==> config.mk <==
export PLATFORM = sky130hd
export DESIGN_NAME = reg_writeback_arbiter_flat
export DESIGN_NICKNAME = d
export VERILOG_FILES = /design/src/rtl/reg_writeback_arbiter_if.sv /design/src/rtl/reg_writeback_arbiter.sv /design/src/flat_wrapper.sv
export SDC_FILE = /design/constraint.sdc
export NUM_CORES = 1
export LEC_CHECK = 0
export CAP_MARGIN = 30
export CORE_MARGIN = 8
export CORE_UTILIZATION = 40
export DETAILED_ROUTE_END_ITERATION = 7
export PLACE_DENSITY = 0.65
export SLEW_MARGIN = 20
export SYNTH_ARGS = -nofsm -noshare
export SYNTH_HDL_FRONTEND = slang
export SYNTH_SLANG_ARGS = --single-unit
export TNS_END_PERCENT = 30
==> constraint.sdc <==
create_clock -name clk -period 3.5 [get_ports clk]
set_clock_uncertainty 0.05 [all_clocks]
set_input_delay 0.7 -clock clk [delete_from_list [all_inputs] [get_ports clk]]
set_output_delay 0.7 -clock clk [all_outputs]
set_load 0.05 [all_outputs]
==> src/rtl/reg_writeback_arbiter_if.sv <==
// rtl/reg_writeback_arbiter_if.sv - primary/secondary result, register-file write and decode-check bundle
// master: the arbiter; slave: its environment (pipeline, mul/div, decode, register file).
interface reg_writeback_arbiter_if #(
  parameter int DEPTH = 4
);
  localparam int AW = $clog2(DEPTH);

  logic          pri_we;
  logic [4:0]    pri_rd;
  logic [31:0]   pri_data;
  logic          sec_valid;
  logic          sec_ready;
  logic [4:0]    sec_rd;
  logic [31:0]   sec_data;
  logic          reg_write;
  logic [4:0]    write_reg;
  logic [31:0]   write_data;
  logic [4:0]    chk_rs;
  logic [4:0]    chk_rt;
  logic          rs_pending;
  logic          rt_pending;
  logic          rs_fwd_valid;
  logic          rt_fwd_valid;
  logic [31:0]   rs_fwd_data;
  logic [31:0]   rt_fwd_data;
  logic [AW:0]   fifo_count;

  modport master (
    input  pri_we, pri_rd, pri_data, sec_valid, sec_rd, sec_data, chk_rs, chk_rt,
    output sec_ready, reg_write, write_reg, write_data, rs_pending, rt_pending,
           rs_fwd_valid, rt_fwd_valid, rs_fwd_data, rt_fwd_data, fifo_count
  );

  modport slave (
    output pri_we, pri_rd, pri_data, sec_valid, sec_rd, sec_data, chk_rs, chk_rt,
    input  sec_ready, reg_write, write_reg, write_data, rs_pending, rt_pending,
           rs_fwd_valid, rt_fwd_valid, rs_fwd_data, rt_fwd_data, fifo_count
  );
endinterface

==> src/rtl/reg_writeback_arbiter.sv <==
// rtl/reg_writeback_arbiter.sv - merges primary and FIFO-buffered secondary results onto one register-file write port
// Optional macro WB_FORWARD_EN enables decode forwarding of pending write data.
module reg_writeback_arbiter #(
  parameter int DEPTH = 4
) (
  input  logic                           clk,
  input  logic                           rst_n,
  reg_writeback_arbiter_if.master        bus
);
  localparam int AW = $clog2(DEPTH);

  logic [4:0]    r_rd   [DEPTH];
  logic [31:0]   r_data [DEPTH];
  logic [AW-1:0] r_wptr;
  logic [AW-1:0] r_rptr;
  logic [AW:0]   r_count;
  logic          r_reg_write;
  logic [4:0]    r_write_reg;
  logic [31:0]   r_write_data;

  logic w_pri_eff;
  logic w_sec_ready;
  logic w_push;
  logic w_pop;

  assign w_pri_eff   = bus.pri_we && (bus.pri_rd != 5'd0);
  assign w_sec_ready = (r_count < (AW+1)'(DEPTH)) && rst_n;
  // Results for r0 complete the handshake but are dropped, never queued.
  assign w_push      = bus.sec_valid && w_sec_ready && (bus.sec_rd != 5'd0);
  assign w_pop       = !w_pri_eff && (r_count != '0);

  always_ff @(posedge clk) begin
    if (w_push) begin
      r_rd[r_wptr]   <= bus.sec_rd;
      r_data[r_wptr] <= bus.sec_data;
    end
  end

  always_ff @(posedge clk) begin
    if (!rst_n) begin
      r_wptr       <= '0;
      r_rptr       <= '0;
      r_count      <= '0;
      r_reg_write  <= 1'b0;
      r_write_reg  <= 5'd0;
      r_write_data <= 32'd0;
    end else begin
      if (w_push) r_wptr <= r_wptr + 1'b1;
      if (w_pop)  r_rptr <= r_rptr + 1'b1;
      if (w_push && !w_pop)      r_count <= r_count + 1'b1;
      else if (!w_push && w_pop) r_count <= r_count - 1'b1;

      if (w_pri_eff) begin
        r_reg_write  <= 1'b1;
        r_write_reg  <= bus.pri_rd;
        r_write_data <= bus.pri_data;
      end else if (w_pop) begin
        r_reg_write  <= 1'b1;
        r_write_reg  <= r_rd[r_rptr];
        r_write_data <= r_data[r_rptr];
      end else begin
        r_reg_write  <= 1'b0;
        r_write_reg  <= 5'd0;
        r_write_data <= 32'd0;
      end
    end
  end

  function automatic logic lookup_hit(input logic [4:0] chk);
    logic          hit;
    logic [AW-1:0] idx;
    hit = r_reg_write && (r_write_reg == chk);
    for (int k = 0; k < DEPTH; k++) begin
      idx = r_rptr + AW'(k);
      if (((AW+1)'(k) < r_count) && (r_rd[idx] == chk)) hit = 1'b1;
    end
    return hit && (chk != 5'd0) && rst_n;
  endfunction

`ifdef WB_FORWARD_EN
  // Oldest-to-newest scan so newer FIFO entries override; the output stage overrides last.
  function automatic logic [31:0] lookup_data(input logic [4:0] chk);
    logic [31:0]   d;
    logic [AW-1:0] idx;
    d = 32'd0;
    for (int k = 0; k < DEPTH; k++) begin
      idx = r_rptr + AW'(k);
      if (((AW+1)'(k) < r_count) && (r_rd[idx] == chk)) d = r_data[idx];
    end
    if (r_reg_write && (r_write_reg == chk)) d = r_write_data;
    return (lookup_hit(chk)) ? d : 32'd0;
  endfunction
`endif

  always_comb begin
    bus.rs_pending   = lookup_hit(bus.chk_rs);
    bus.rt_pending   = lookup_hit(bus.chk_rt);
`ifdef WB_FORWARD_EN
    bus.rs_fwd_valid = bus.rs_pending;
    bus.rt_fwd_valid = bus.rt_pending;
    bus.rs_fwd_data  = lookup_data(bus.chk_rs);
    bus.rt_fwd_data  = lookup_data(bus.chk_rt);
`else
    bus.rs_fwd_valid = 1'b0;
    bus.rt_fwd_valid = 1'b0;
    bus.rs_fwd_data  = 32'd0;
    bus.rt_fwd_data  = 32'd0;
`endif
  end

  assign bus.sec_ready  = w_sec_ready;
  assign bus.reg_write  = r_reg_write;
  assign bus.write_reg  = r_write_reg;
  assign bus.write_data = r_write_data;
  assign bus.fifo_count = r_count;

endmodule
==> src/flat_wrapper.sv <==
// flat-port wrapper written by rule: the top's interface ports become plain ports
module reg_writeback_arbiter_flat 
#(
  parameter int DEPTH = 4
)
  (clk, rst_n, bus_pri_we, bus_pri_rd, bus_pri_data, bus_sec_valid, bus_sec_rd, bus_sec_data, bus_chk_rs, bus_chk_rt, bus_sec_ready, bus_reg_write, bus_write_reg, bus_write_data, bus_rs_pending, bus_rt_pending, bus_rs_fwd_valid, bus_rt_fwd_valid, bus_rs_fwd_data, bus_rt_fwd_data, bus_fifo_count);
  reg_writeback_arbiter_if #(.DEPTH(DEPTH)) bus_i ();
  input  logic clk;
  input  logic rst_n;
  input wire logic [$bits(bus_i.pri_we)-1:0] bus_pri_we;
  input wire logic [$bits(bus_i.pri_rd)-1:0] bus_pri_rd;
  input wire logic [$bits(bus_i.pri_data)-1:0] bus_pri_data;
  input wire logic [$bits(bus_i.sec_valid)-1:0] bus_sec_valid;
  input wire logic [$bits(bus_i.sec_rd)-1:0] bus_sec_rd;
  input wire logic [$bits(bus_i.sec_data)-1:0] bus_sec_data;
  input wire logic [$bits(bus_i.chk_rs)-1:0] bus_chk_rs;
  input wire logic [$bits(bus_i.chk_rt)-1:0] bus_chk_rt;
  output wire logic [$bits(bus_i.sec_ready)-1:0] bus_sec_ready;
  output wire logic [$bits(bus_i.reg_write)-1:0] bus_reg_write;
  output wire logic [$bits(bus_i.write_reg)-1:0] bus_write_reg;
  output wire logic [$bits(bus_i.write_data)-1:0] bus_write_data;
  output wire logic [$bits(bus_i.rs_pending)-1:0] bus_rs_pending;
  output wire logic [$bits(bus_i.rt_pending)-1:0] bus_rt_pending;
  output wire logic [$bits(bus_i.rs_fwd_valid)-1:0] bus_rs_fwd_valid;
  output wire logic [$bits(bus_i.rt_fwd_valid)-1:0] bus_rt_fwd_valid;
  output wire logic [$bits(bus_i.rs_fwd_data)-1:0] bus_rs_fwd_data;
  output wire logic [$bits(bus_i.rt_fwd_data)-1:0] bus_rt_fwd_data;
  output wire logic [$bits(bus_i.fifo_count)-1:0] bus_fifo_count;
  assign bus_i.pri_we = bus_pri_we;
  assign bus_i.pri_rd = bus_pri_rd;
  assign bus_i.pri_data = bus_pri_data;
  assign bus_i.sec_valid = bus_sec_valid;
  assign bus_i.sec_rd = bus_sec_rd;
  assign bus_i.sec_data = bus_sec_data;
  assign bus_i.chk_rs = bus_chk_rs;
  assign bus_i.chk_rt = bus_chk_rt;
  assign bus_sec_ready = bus_i.sec_ready;
  assign bus_reg_write = bus_i.reg_write;
  assign bus_write_reg = bus_i.write_reg;
  assign bus_write_data = bus_i.write_data;
  assign bus_rs_pending = bus_i.rs_pending;
  assign bus_rt_pending = bus_i.rt_pending;
  assign bus_rs_fwd_valid = bus_i.rs_fwd_valid;
  assign bus_rt_fwd_valid = bus_i.rt_fwd_valid;
  assign bus_rs_fwd_data = bus_i.rs_fwd_data;
  assign bus_rt_fwd_data = bus_i.rt_fwd_data;
  assign bus_fifo_count = bus_i.fifo_count;
  reg_writeback_arbiter #(.DEPTH(DEPTH)) u_core (.clk(clk), .rst_n(rst_n), .bus(bus_i));
endmodule
==> metrics.log <==
[metrics] vias in the first global route: ~5,300
[metrics] highest net fanout along the worst path: 10
[metrics] Multi-input gate area: ~0.003 mm²
[metrics] max capacitance violation total: 0
[metrics] net count reported at finish: 781
[metrics] count of antenna diodes in the layout: 0
[metrics] maximum number of pins on one net before global-route repair: 40
[metrics] Vias/cell: approximately 5
[metrics] CTS sink cnt: a little under 200
[metrics] area growth from synthesis to layout: 22.9%
[metrics] most frequent standard cell in the layout excluding fill and tap cells: sky130_fd_sc_hd__edfxtp_1
[metrics] Final ANT Viol Nets: 0
[metrics] Worst EP required: 2750 ps
[metrics] core area: between 0.02 and 0.025 mm²
[metrics] I/O pin cnt: between 150 and 200
[metrics] number of enable flip-flop cells after synthesis: between 100 and 150
[metrics] power density of the placed cells: between 600 and 700 mW/mm²
[metrics] number of DRC violations after detailed routing: 0
[metrics] Data arrival, critical path: around 2600 ps
[metrics] leading cell types by total area after synthesis: sky130_fd_sc_hd__edfxtp_1 (51%), sky130_fd_sc_hd__dfxtp_1 (11%), sky130_fd_sc_hd__mux4_2 (11%)
[metrics] clock period minus final worst setup slack: 3380 ps
[metrics] number of search-and-repair iterations in the first detailed-routing pass: 4
[metrics] TritonCTS clock tree: built
[metrics] Leakage Power: 0.00363 µW
[metrics] htree depth: 4
[metrics] CTS Buf Count: 17
[metrics] class of the most critical hold timing path: flip-flop to flip-flop
[metrics] cell taking the most area after synthesis: sky130_fd_sc_hd__edfxtp_1
[metrics] startpoint kind of the worst setup timing path: flip-flop
[metrics] total half-perimeter wirelength after legalization and detailed placement: approximately 14,000 µm
[metrics] initial core utilization: between 40% and 50%
[metrics] final hold violation count: 0
[metrics] Clk pin slew, worst setup/hold paths: roughly 70 ps
[metrics] final WL: ~20,000 µm
[metrics] Chip Width: around 160 µm
[metrics] storage element area: 0.00539 mm²
[metrics] number of design-rule violations left by the first detailed-router iteration: 293
[metrics] register containing the most flip-flops in the final layout: u_core.r_data
[metrics] Std-Cell Rows: between 50 and 60
[metrics] Worst Max-Slew Pin Slew: between 600 and 700 ps
[metrics] GRT overflow: 0
[metrics] Max Clock Freq: around 0.3 GHz
[metrics] FILL cells: about 1,800
[metrics] synthesized area: about 0.0088 mm²
[metrics] endpoints failing setup: 0
[metrics] setup fix buffers added after clock tree synthesis: 0
[metrics] number of different library cells in the post-synthesis netlist: 33
[metrics] Finished Cell Area: ~0.011 mm²
[metrics] Die Footprint: 0.0269 mm²
[metrics] clock insertion delay at the later pin of the skew report: between 400 and 500 ps
[metrics] final max-slew violation count: 0
[metrics] sequential element share of the synthesized area: between 60 and 70%
[metrics] cell area reported after detailed placement: just over 0.01 mm²
[metrics] status: completed
[metrics] gr usage total: between 10% and 20%
[metrics] cell count after synthesis: about 550
[metrics] worst setup path category: flip-flop to output pin
[metrics] layout cells sized above 1: approximately 15%
[metrics] setup repair after global routing missed its margin: yes
[metrics] Slew HR: a little under three fifths
[metrics] buffer type at the clock tree root: sky130_fd_sc_hd__clkbuf_16
[metrics] commonest cells after routing, fill and taps aside: sky130_fd_sc_hd__edfxtp_1 (148), sky130_fd_sc_hd__clkdlybuf4s50_1 (127), sky130_fd_sc_hd__conb_1 (66), sky130_fd_sc_hd__dfxtp_1 (44), sky130_fd_sc_hd__mux4_2 (43)
[metrics] count of input and output buffers: ~130
[metrics] count of yosys warnings during synthesis: 0
[metrics] share of the cycle needed by the critical path after routing: between 90% and 100%
[metrics] final weighted congestion in routability-driven placement: between 0.7 and 0.8
[metrics] IR drop worst, VDD: 406 µV
[metrics] routed vias: around 4,900
[metrics] slack of the worst reg-to-reg path: about 1300 ps
[metrics] synthesized area per cell: 15.9 µm²
[metrics] Chip Height: approximately 160 µm
[metrics] post-DR wirelength/cell: 20.5 µm
[metrics] Seq cells post-synth: 195
[metrics] top-area cell type share of the netlist area: between 50% and 60%
[metrics] first-pass GRT wire length: between 30,000 and 40,000 µm
[metrics] maximum buffer depth of the clock tree: 2
[metrics] Final Worst Setup Slack: 115 ps
[metrics] hold-fix buffer count after cts: 0
[metrics] Worst Setup End Kind: output pin
[metrics] antenna violations before repair: 0
[metrics] ys async rst share: 0%
[metrics] max reg flops: 128
[metrics] worst slack, placed: roughly 250 ps
[metrics] ys flop type: sky130_fd_sc_hd__edfxtp_1
report_power, final:
group          internal, µW  total, µW  leakage [µW]  switching, µW
sequential             2690       2830       0.00173            141
combinational           988       2340       0.00162           1350
clock                   953       1870      0.000281            919
worst max-delay path, stage by stage (launching register included):
cell                      delay [ps]
sky130_fd_sc_hd__dfxtp_2         470
sky130_fd_sc_hd__mux4_1          690
sky130_fd_sc_hd__xor2_1          180
sky130_fd_sc_hd__nor4_1          250
sky130_fd_sc_hd__nand3_1         160
sky130_fd_sc_hd__a31oi_2         270
sky130_fd_sc_hd__buf_12          170
worst paths after layout:
kind / cells after the start / to / start
setup reg to reg: 8 / u_core.bus.fifo_count[2] / u_core.bus.fifo_count[0]
hold / removal: 2 / u_core.r_wptr[1] / u_core.r_wptr[1]
hold reg to reg: 2 / u_core.r_wptr[1] / u_core.r_wptr[1]
setup / recovery: 6 / bus_rs_pending / u_core.r_rptr[1]
cells by family (layout without fill, tap and decap cells):
logic type	Yosys count	after routing	synth area share, %
and+or+nand+nor	78	78	5.36
DFF	195	195	61.5
adders and majority gates	9	9	1.29
AOI/OAI and AO/OA	54	54	4.33
other	1	66	0.0428
muxes	54	54	14.1
buffers and inverters	106	186	7.95
xor gates and xnor gates	55	55	5.50
cell usage after synthesis (3+ instances only):
| library cell | n |
|---|---|
| sky130_fd_sc_hd__mux4_1 | 11 |
| sky130_fd_sc_hd__a21oi_1 | 4 |
| sky130_fd_sc_hd__buf_2 | 13 |
| sky130_fd_sc_hd__ha_1 | 9 |
| sky130_fd_sc_hd__o21ai_0 | 5 |
| sky130_fd_sc_hd__nand2_1 | 3 |
| sky130_fd_sc_hd__a31oi_1 | 4 |
| sky130_fd_sc_hd__edfxtp_1 | 148 |
| sky130_fd_sc_hd__nand4_1 | 5 |
| sky130_fd_sc_hd__nor2b_1 | 41 |
| sky130_fd_sc_hd__and2_1 | 9 |
| sky130_fd_sc_hd__clkbuf_1 | 18 |
| sky130_fd_sc_hd__buf_4 | 67 |
| sky130_fd_sc_hd__or4_1 | 3 |
| sky130_fd_sc_hd__xor2_1 | 27 |
| sky130_fd_sc_hd__dfxtp_1 | 47 |
| sky130_fd_sc_hd__nor4_1 | 5 |
| sky130_fd_sc_hd__xnor2_1 | 28 |
| sky130_fd_sc_hd__a22oi_1 | 37 |
| sky130_fd_sc_hd__mux4_2 | 41 |
| sky130_fd_sc_hd__inv_1 | 5 |
| sky130_fd_sc_hd__nor3_1 | 7 |
through the flow:
stage / instances / utilization (%) / power [µW] / hold WS [ps] / TNS, ps
detailed placement: 945 / 47.0 / 5250 / 521 / 0
global placement: 945 / 47.0 / 5240 / 488 / 0
CTS: 977 / 49.6 / 7120 / 531 / 0
global route: 977 / 49.6 / 7370 / 573 / -33.4
floorplan: 617 / - / 4620 / 478 / 0
finish: 977 / 49.6 / 7040 / 536 / 0
repair_timing:
item / CTS / global route
endpoints found under the setup margin: 2 / 2
gates resized for setup: 1 / 4
gates cloned: 0 / 0
layout make-up:
type                       instances  share of cell area (%)
clock inverter                    13                    1.30
multi-input combinational        316                    27.3
tap                              280                    3.25
timing repair buffer             149                    13.9
sequential                       195                    50.1
clock buffer                      19                    4.02
inverter                           5                   0.174
per-layer routing:
metal | vias up | share of wire [%] | global-route usage [%]
met5 | - | 0 | 0
met4 | 0 | 1.4 | 4.96
met3 | 19 | 8.6 | 4.31
met2 | 203 | 50 | 26.1
met1 | 2468 | 40 | 17.8
li1 | 2229 | - | -
No activity file was read; power rests on OpenSTA's default activity.
==> patch, RTL diff (same settings) <==
Build with the macro `WB_FORWARD_EN` defined.
--- a/src/rtl/reg_writeback_arbiter.sv
+++ b/src/rtl/reg_writeback_arbiter.sv
@@ -1,5 +1,7 @@
 // rtl/reg_writeback_arbiter.sv - merges primary and FIFO-buffered secondary results onto one register-file write port
 // Optional macro WB_FORWARD_EN enables decode forwarding of pending write data.
+`define WB_FORWARD_EN
+
 module reg_writeback_arbiter #(
   parameter int DEPTH = 4
 ) (
Behaviour: not the same (a bounded check fails within 4 cycles, from zero or initial values and one cycle with rst_n low).
==> patch against the original RTL <==
The run now ends with setup timing left. Count of clock-buffer cells in the layout fell by 1. Worst setup slack lost 0.86 ns. Power up 53%. Synthesized area is 51% higher. Wire length rose to 2.5 times the old value. Die area grew 46%. Sequential cell count unchanged. Highest routed layer is now met5. Largest cell class is now multi-input combinational cells. Clock power grew 13%. Design area rose by 90%. Via count is 140% higher.
==> patch: results (changes against the original RTL) <==
distinct cell type count after synthesis -> 55 (+67%)
Arr. time, crit path -> 3.50 ns (+0.87 ns)
fillers -> 2,384 (+31%)
Peak VDD IR -> 0.000366 V (-9.9%)
Wirelength per Cell -> 26.8 um (+30%)
first-pass GRT wire length -> 75,700 um (+150%)
WL final -> 50,800 um (+150%)
share of the synthesized area in the top cell type -> 0.335 (-0.172)
top post-synthesis cells by area -> edfxtp_1 34%, mux4_2 14%, dfxtp_1 7.1%
count of clock buffers in the final design -> 18 (-1)
largest net degree at the start of global routing -> 65 (+63%)
final-layout clock-cell area share -> 0.0299 (-0.0233)
dpl cell area -> 18,500 um^2 (+82%)
Reg area -> 5400 um^2 (+0.21%)
setup tns final -> -43.93 ns (-43.93 ns)
crit path max-delay cell type -> mux4_2
Non-clk bufs -> 407 (+170%)
Ant. Diodes -> 6 (+6)
status -> finished with violations
Flop pwr share -> 0.269 (-0.133)
R2R Setup Slk -> 1.34 ns (+0.09 ns)
R2R Path End -> u_core.bus.write_data[25]
Clock power frac -> 0.197 (-0.069)
Post-synth EDFFs -> 148 (unchanged)
routability cong. -> 0.897 (+15%)
failing checks -> setup timing
post-CTS setup buffers -> 33 (+33)
Max Fanout on Critical Path -> 5 (-5)
first drt pass iteration count -> 5 (+1)
switch share -> 0.396 (+0.0531)
Signal buf overhead -> 0.241 (+0.102)
invs w/o clock -> 9 (+4)
Max stage delay on crit path -> 0.52 ns (-0.17 ns)
Port Buffer Count -> 197 (+50%)
GR Util All Layers -> 0.255 (+0.104)
Setup crit end -> bus_rt_fwd_data[14]
Slew headroom -> 0.506 (-0.0477)
Placed Cells -> 1,823 (+93%)
vias in the first global route -> 12,350 (+130%)
post-synthesis cell count -> 1,128 (+100%)
Final WS setup -> -0.745 ns (-0.860 ns)
DR vias/cell -> 6.24 (+24%)
Place WS -> -0.615 ns (-0.869 ns)
Final #Nets -> 1,535 (+97%)
net count after synthesis -> 1,225
final setup vio count -> 68 (+68)
worst reg2reg path depth -> 5 (-3)
Multi-Input Combinational -> 808 (+160%)
Core Area -> 32,600 um^2 (+50%)
Starting DRT DRC Count -> 955 (+230%)
post-cts resize count -> 117 (+116)
Skew-Pair Late Insertion Delay -> 0.45 ns (+0.02 ns)
top post-synthesis cells by count -> 152 x nor2_1, 148 x edfxtp_1, 85 x mux4_2
Detailed Place HPWL -> 34,000 um (+140%)
Critical Path Source -> u_core.r_rptr[0]
layout cells sized above 1 -> 0.439 (+0.287)
## patch: cell types whose count changed in the layout (fill, tap and decap cells not counted), sizes merged, moves of 27 or more
cell / before / now
a2111oi: 0 / 30
a21oi: 4 / 62
a221oi: 0 / 57
a22oi: 37 / 65
buf: 22 / 278
conb: 66 / 0
mux2: 0 / 62
mux2i: 2 / 47
mux4: 52 / 85
nor2: 3 / 153
o32ai: 0 / 27
## patch: per-layer routing
metal	vias up	track usage	part of all wire
li1	5130	-	-
met1	5994	0.324	0.41
met2	602	0.416	0.48
met3	120	0.0475	0.076
met4	2	0.121	0.037
met5	-	0	0.00026
## patch: cells by family (layout without fill, tap and decap cells)
group / count (synthesis) / count (layout) / share of synthesized area
AOI/OAI and AO/OA: 285 / 285 / 0.173
and+or+nand+nor: 262 / 262 / 0.0950
DFF: 195 / 195 / 0.406
muxes: 194 / 194 / 0.233
buffers and inverters: 125 / 448 / 0.0469
xor gates and xnor gates: 58 / 58 / 0.0383
adders and majority gates: 9 / 9 / 0.00849
other: 0 / 6 / 0
## patch: worst min-delay path by stage
stage                           startpoint  slack [ns]          endpoint  cells after the start
after floorplan           u_core.r_wptr[1]        0.48  u_core.r_wptr[1]                      2
after global placement    u_core.r_wptr[1]        0.51  u_core.r_wptr[1]                      2
after detailed placement  u_core.r_wptr[1]        0.53  u_core.r_wptr[1]                      2
after CTS                 u_core.r_wptr[1]        0.54  u_core.r_wptr[1]                      2
after global routing      u_core.r_wptr[1]        0.62  u_core.r_wptr[1]                      2
final                     u_core.r_wptr[1]        0.59  u_core.r_wptr[1]                      2
## patch: worst min-delay path, stage by stage (launching register included)
cell and delay [ns]:
dfxtp_1 0.36, mux2i_1 0.17, nor2b_1 0.06
